### src/rtl/wb_mem_arbiter.sv
// rtl/wb_mem_arbiter.sv - two-master Wishbone B4 arbiter with round-robin, cyc hold and stall watchdog
module wb_mem_arbiter #(
   parameter int ADDR_W  = 32,
   parameter int DATA_W  = 32,
   parameter int TIMEOUT = 255
) (
   input  logic                clk,
   input  logic                reset,
   input  logic                i_m0_cyc,
   input  logic                i_m0_stb,
   input  logic                i_m0_we,
   input  logic [ADDR_W-1:0]   i_m0_adr,
   input  logic [DATA_W-1:0]   i_m0_dat,
   input  logic [DATA_W/8-1:0] i_m0_sel,
   output logic [DATA_W-1:0]   o_m0_dat,
   output logic                o_m0_ack,
   output logic                o_m0_err,
   input  logic                i_m1_cyc,
   input  logic                i_m1_stb,
   input  logic                i_m1_we,
   input  logic [ADDR_W-1:0]   i_m1_adr,
   input  logic [DATA_W-1:0]   i_m1_dat,
   input  logic [DATA_W/8-1:0] i_m1_sel,
   output logic [DATA_W-1:0]   o_m1_dat,
   output logic                o_m1_ack,
   output logic                o_m1_err,
   output logic                o_s_cyc,
   output logic                o_s_stb,
   output logic                o_s_we,
   output logic [ADDR_W-1:0]   o_s_adr,
   output logic [DATA_W-1:0]   o_s_dat,
   output logic [DATA_W/8-1:0] o_s_sel,
   input  logic [DATA_W-1:0]   i_s_dat,
   input  logic                i_s_ack,
   input  logic                i_s_err,
   output logic [1:0]          o_grant
);

   localparam int WD_W = $clog2(TIMEOUT + 1);
   localparam logic [WD_W-1:0] WD_LAST = WD_W'(TIMEOUT - 1);

   typedef enum logic [1:0] {IDLE = 2'd0, GNT0 = 2'd1, GNT1 = 2'd2} state_t;

   state_t          r_state;
   state_t          w_next;
   logic            r_last;
   logic [WD_W-1:0] r_wd;

   logic w_req0, w_req1, w_own0, w_own1, w_stall, w_wd_err;

   assign w_req0 = i_m0_cyc & i_m0_stb;
   assign w_req1 = i_m1_cyc & i_m1_stb;
   // Ownership is masked by reset so nothing reaches the slave or masters while it is held
   assign w_own0 = (r_state == GNT0) & ~reset;
   assign w_own1 = (r_state == GNT1) & ~reset;
   assign w_stall = ((w_own0 & i_m0_cyc & i_m0_stb) | (w_own1 & i_m1_cyc & i_m1_stb))
                    & ~i_s_ack & ~i_s_err;
   assign w_wd_err = w_stall & (r_wd == WD_LAST);

   always_ff @(posedge clk) begin
      if (reset) begin
         r_state <= IDLE;
         r_last  <= 1'b1;
         r_wd    <= '0;
      end else begin
         r_state <= w_next;
         if (r_state == IDLE && w_next == GNT0) r_last <= 1'b0;
         if (r_state == IDLE && w_next == GNT1) r_last <= 1'b1;
         r_wd <= (w_stall & ~w_wd_err) ? r_wd + WD_W'(1) : '0;
      end
   end

   always_comb begin
      w_next = r_state;
      case (r_state)
         IDLE: begin
            if (w_req0 & w_req1) w_next = r_last ? GNT0 : GNT1;
            else if (w_req0)     w_next = GNT0;
            else if (w_req1)     w_next = GNT1;
         end
         GNT0:    if (!i_m0_cyc) w_next = IDLE;
         GNT1:    if (!i_m1_cyc) w_next = IDLE;
         default: w_next = IDLE;
      endcase
   end

   always_comb begin
      o_s_cyc  = 1'b0;
      o_s_stb  = 1'b0;
      o_s_we   = 1'b0;
      o_s_adr  = '0;
      o_s_dat  = '0;
      o_s_sel  = '0;
      o_m0_ack = 1'b0;
      o_m0_err = 1'b0;
      o_m1_ack = 1'b0;
      o_m1_err = 1'b0;
      o_grant  = 2'b00;
      o_m0_dat = i_s_dat;
      o_m1_dat = i_s_dat;
      if (w_own0) begin
         o_s_cyc  = i_m0_cyc;
         o_s_stb  = i_m0_stb;
         o_s_we   = i_m0_we;
         o_s_adr  = i_m0_adr;
         o_s_dat  = i_m0_dat;
         o_s_sel  = i_m0_sel;
         o_m0_ack = i_s_ack;
         o_m0_err = i_s_err | w_wd_err;
         o_grant  = 2'b01;
      end else if (w_own1) begin
         o_s_cyc  = i_m1_cyc;
         o_s_stb  = i_m1_stb;
         o_s_we   = i_m1_we;
         o_s_adr  = i_m1_adr;
         o_s_dat  = i_m1_dat;
         o_s_sel  = i_m1_sel;
         o_m1_ack = i_s_ack;
         o_m1_err = i_s_err | w_wd_err;
         o_grant  = 2'b10;
      end
   end

endmodule

### config.mk
export PLATFORM = sky130hd
export DESIGN_NAME = wb_mem_arbiter
export DESIGN_NICKNAME = d
export VERILOG_FILES = /design/src/rtl/wb_mem_arbiter.sv
export SDC_FILE = /design/constraint.sdc
export NUM_CORES = 1
export LEC_CHECK = 0
export CAP_MARGIN = 25
export CORE_AREA = 3 3 122 124
export CTS_CLUSTER_DIAMETER = 120
export CTS_CLUSTER_SIZE = 16
export DETAILED_ROUTE_END_ITERATION = 12
export DIE_AREA = 0 0 125 127
export DONT_BUFFER_PORTS = 1
export GPL_TIMING_DRIVEN = 0
export PLACE_DENSITY = 0.3
export SLEW_MARGIN = 20
export SYNTH_ARGS = -nofsm -noshare
export SYNTH_HDL_FRONTEND = slang
export SYNTH_SLANG_ARGS = --single-unit
### constraint.sdc
create_clock -name clk -period 2.08 [get_ports clk]
set_clock_uncertainty 0.2 [all_clocks]
set_input_delay 0.416 -clock clk [delete_from_list [all_inputs] [get_ports clk]]
set_output_delay 0.416 -clock clk [all_outputs]
set_load 0.05 [all_outputs]
# ---- Yosys cells after proc, flatten, opt, wreduce, memory -nomap -nowiden
# Index checks and enable logic that the tools add are counted.
dict set report totals {
  ff_bits 11
  inputBits 178
  output_inout_bits 141
  elab_cells 61
}
dict set report op_classes {
  add_sub_neg 1
  n_eq_ne 5
  muxes 27
  bitwise 20
  n_reduce_logical 5
}
# op n
set ops {}
lappend ops {{$mux W32} 4}
lappend ops {{$mux W2} 8}
lappend ops {{$and A1 B1 Y1} 13}
lappend ops {{$mux W1} 12}
lappend ops {{$add A8 B1 Y8 const B} 1}
lappend ops {{$eq A8 B8 Y1 const B} 1}
lappend ops {{$mux W4} 2}
lappend ops {{$pmux W2 S3} 1}
lappend ops {{$not A1 Y1} 5}
lappend ops {{$eq A2 B1 Y1 const B} 2}
lappend ops {{$eq A2 B2 Y1 const B} 2}
lappend ops {{$reduce_or A2 Y1} 2}
lappend ops {{$logic_and A1 B1 Y1} 2}
lappend ops {{$logic_not A2 Y1} 1}
lappend ops {{$or A1 B1 Y1} 2}

# ---- Depth between registers and ports, before layout
dict set report depth {
  depth_word 12
  ltp_mapped 6
  ltp_nobuf 5
}

# ---- Least setup slack after synthesis
# Ideal clock, no wire load.
dict set report synth_timing {
  kind {in2out}
  start {input port reset}
  end {output port o_m0_err}
  t_arrival_ns 2.147
  required_time_ns 1.464
  path_slack_ns -0.683
  stages 5
  path_buffers 2
  cell_sequence {clkbuf_1 -> nor3b_1 -> buf_2 -> nand3_1 -> o21ai_0}
}
dict set report synth_via {
  elab_chain_cells 10
  word_cells_on_any_way 13
  cone_classes {mux (1); bitwise (12)}
}
# element line_no
set synth_lines {}
lappend synth_lines {{start: declaration} 8} ;# input logic reset,
lappend synth_lines {{$not A1 Y1 *} 54} ;# assign w_own0 = (r_state == GNT0) & ~reset;
lappend synth_lines {{$and A1 B1 Y1 *} 54}
lappend synth_lines {{named net w_own0} 49} ;# logic w_req0, w_req1, w_own0, w_own1, w_stall, w_wd_err;
lappend synth_lines {{$and A1 B1 Y1 (2 in a row)} 56} ;# assign w_stall = ((w_own0 & i_m0_cyc & i_m0_stb) | (w_own1 & i_m1_cyc & i_m1_stb))
lappend synth_lines {{$or A1 B1 Y1} 56}
lappend synth_lines {{$and A1 B1 Y1 (2 in a row)} 57} ;# & ~i_s_ack & ~i_s_err;
lappend synth_lines {{$and A1 B1 Y1} 58} ;# assign w_wd_err = w_stall & (r_wd == WD_LAST);
lappend synth_lines {{$or A1 B1 Y1} 109} ;# o_m0_err = i_s_err | w_wd_err;
lappend synth_lines {{$mux W1 *} 101} ;# if (w_own0) begin
lappend synth_lines {{end: declaration} 17} ;# output logic o_m0_err,
# Mark *: on every way through the listed nets, which the timed path passes. The rest lies on a longest branch.

# ---- Final worst setup path
dict set report layout_timing {
  start {register r_state[0]}
  end {output port o_m0_err}
}
dict set report layout_via {
  elab_chain_cells 10
  word_cells_on_any_way 14
  cone_classes {eq/ne (2); mux (1); bitwise (11)}
}
# element line_no
set layout_lines {}
lappend layout_lines {{start: declaration} 44} ;# state_t r_state;
lappend layout_lines {{start signal: assignment} 66} ;# r_state <= w_next;
lappend layout_lines {{$eq A2 B1 Y1 or $eq A2 B2 Y1 (tied branches)} {54, 55}}
lappend layout_lines {{$and A1 B1 Y1, on equally long branches} {54, 55}}
lappend layout_lines {{$and A1 B1 Y1 (2 in a row)} 56}
lappend layout_lines {{$or A1 B1 Y1} 56}
lappend layout_lines {{$and A1 B1 Y1 (2 in a row)} 57}
lappend layout_lines {{$and A1 B1 Y1} 58}
lappend layout_lines {{$or A1 B1 Y1} 109}
lappend layout_lines {{$mux W1 *} 101}
# Every way passes the cells marked *; elsewhere a longest branch is shown, timed or not.

==> flow_metrics.tcl <==
set metrics [dict create \
    p_seq_share_pct 16.3 \
    syn-instance-count 226 \
    critPathCaptureType "primary output" \
    pwr-share-clk_pct 25.4 \
    cp_max_fo 5 \
    path_clk_slew_ns 0.04 \
    leakage_nw 1.53 \
    die_area_um2 15900 \
    drive_gt1_share_pct 75.2 \
    finalPower_mw 1.34 \
    fin_crit_ns 2.18 \
    postCtsHoldBufs 0 \
    nets 435 \
    drt_pass1_iterations 3 \
    grt-ovfl-total 0 \
    hold_ws_ns 0.106 \
    routedWlPerCell_um 22.7 \
    status "complete, but fails checks" \
    hp-start "i_m0_cyc" \
    gp_congestion 0.818 \
    fp.dieH_um 127 \
    rsz0062_at_grt "yes" \
    p_comb_share_pct 58.3 \
    ant_nets 0 \
    syn-num-nets 406 \
    root_buffer "clkbuf_16" \
    worst_setup_path_start_kind "register" \
    final.period_utilization_pct 105 \
    post-dp-hpwl_um 8290 \
    synth_seq_cells 11 \
    cap_violations 0 \
    clockBufferDepth 2 \
    clk_latency_ns 0.23 \
    via_per_inst 4.35 \
    hold_violations 0 \
    setup_violations 62 \
    diodes 0 \
    worst_pin_slew_ns 0.385 \
    grt_pass1_wl_um 12600 \
    internal-power_mw 0.720 \
    reg2reg_from "r_wd[0]$_SDFF_PP0_" \
    globalRoute.busiestLayer "met2" \
    avgSynthCellArea_um2 7.97 \
    area_delta_synth_final_pct 83.5 \
    syn-cell-area_um2 1800 \
    die_w_um 125 \
    place_inst 407 \
    met2_usage_pct 19.7 \
    hold_path.class "input pin to register" \
    p_sw_mw 0.624 \
    worst_slack_ns -0.0956 \
    grt_pass1_vias 1870 \
    core_area_um2 13900 \
    drv_slew 0 \
    grt_util_met1_pct 11.9 \
    grt_max_degree 11 \
    ir_drop_uv 249 \
    critPathKind "register to primary output" \
    cts_sinks 11 \
    grtUsageTotal_pct 10.4 \
    cts_max_level 1 \
    start_util_pct 13.0 \
    antenna_found_initial 0 \
    dp_worst_setup_slack_ns -0.608 \
    vias 1888 \
    required_ns 1.46 \
    rows 43 \
    ys_types 29 \
    cts_tree "yes" \
    stdcell_count 434 \
    power.density_nw_per_um2 407 \
    io_pins 319 \
    yosysSeqAreaShare_pct 12.2 \
    met3_usage_pct 2.01 \
    yosys_warnings 0 \
    drc 0 \
    cp_data_arrival_time_ns 1.56 \
    crit_path_start "r_state[0]$_SDFF_PP0_" \
    violations "negative setup slack" \
    cts_buffers 3 \
    drt_iter0_drc 61 \
    wirelength_um 9860 \
    max_slew_margin_pct 74.3 \
    portBuffers 0 \
    p_sw_share_pct 46.4 \
    fmax_ghz 0.460 \
]
-- power by group through the flow --
| stage | clock, mW | combinational [mW] | sequential, mW |
|---|---|---|---|
| 6_report | 0.342 | 0.784 | 0.219 |
| 5_1_grt | 0.365 | 0.803 | 0.219 |
| 2_1_floorplan | 0 | 0.618 | 0.221 |
| 3_3_place_gp | 0 | 0.667 | 0.222 |
| 3_5_place_dp | 0 | 0.667 | 0.222 |
| 4_1_cts | 0.353 | 0.773 | 0.218 |
-- per-stage QoR --
step	util (%)	TNS, ns	instance area, um^2
floorplan	-	-1.43	1940
global placement	15.6	-30.30	2170
detailed placement	15.7	-31.72	2180
CTS	22.6	-7.59	3140
global route	23.8	-8.07	3310
finish	23.8	-3.66	3310
-- cells by family after synthesis --
family / synth area share (%)
flops: 12.2
simple gates: 12.4
xor+xnor: 1.46
compound gates: 39.7
buf+inv: 32.8
fa+ha+maj: 1.39
-- synthesized netlist by cell type, drive strengths merged --
cell | n | area [um^2]
xnor2 | 1 | 8.76
a221o | 1 | 10.0
nand4b | 2 | 32.5
and2 | 3 | 18.8
and4 | 1 | 8.76
and3 | 2 | 12.5
nand3 | 8 | 40.0
nand4 | 1 | 6.26
a2111o | 1 | 11.3
nor3 | 6 | 30.0
dfxtp | 11 | 220
clkbuf | 2 | 7.51
nand3b | 1 | 7.51
a211oi | 3 | 22.5
o21ai | 6 | 30.0
a22o | 70 | 613
xor2 | 2 | 17.5
inv | 3 | 11.3
a211o | 1 | 8.76
buf | 82 | 573
or3 | 3 | 18.8
nor2 | 3 | 11.3
a21oi | 2 | 10.0
nand2 | 6 | 22.5
o31a | 1 | 8.76
nor3b | 2 | 15.0
ha | 2 | 25.0
-- area by class of cell --
cell class	count	area, um^2
buffer	83	792
clock buffer	4	78.8
fill	1502	10600
inverter	3	11.3
multi-input combinational	128	1660
sequential	11	228
tap	180	225
timing repair buffer	25	315
-- registers in the layout, indices dropped and copies added (netlist names) --
signal   count
r_wd         8
r_state      2
r_last       1
-- critical path, stage by stage, from the launching register on --
cell	delay [ns]
dfxtp_4	0.35
nand4b_1	0.25
a211o_1	0.37
o21ai_4	0.35
-- metal layers --
metal | part of all wire (%) | wire (um)
met1 | 35 | 3470
met2 | 55 | 5430
met3 | 7.0 | 695
met4 | 2.7 | 263
met5 | 0 | 0
-- final timing paths --
| kind | to | slack [ns] | depth (start not counted) |
|---|---|---|---|
| hold / removal | r_state[0]$_SDFF_PP0_ | 0.11 | 2 |
| hold reg to reg | r_last$_SDFFE_PP1P_ | 0.29 | 1 |
| setup / recovery | o_m0_err | -0.1 | 3 |
| setup reg to reg | r_wd[7]$_SDFF_PP0_ | 0.34 | 6 |
-- layout by cell type, fill, tap and decap left out, types with 3 or more instances in the layout --
cell type | Yosys | final
buf_4 | 65 | 76
a22o_4 | 0 | 70
buf_12 | 0 | 13
buf_6 | 0 | 11
dfxtp_1 | 11 | 9
clkbuf_16 | 0 | 7
nand3_1 | 8 | 7
nand2_1 | 6 | 6
nor3_1 | 6 | 6
o21ai_0 | 6 | 4
inv_1 | 3 | 3
or3_1 | 3 | 3
a211oi_1 | 3 | 3
nor2_1 | 3 | 3
-- repair_timing --
action,CTS,global route
pin swaps,44,26
resized for setup,141,12
gates cloned,2,4
setup endpoints to repair,75,75
buffers inserted,12,6
Power figures use the tool's default switching activity.
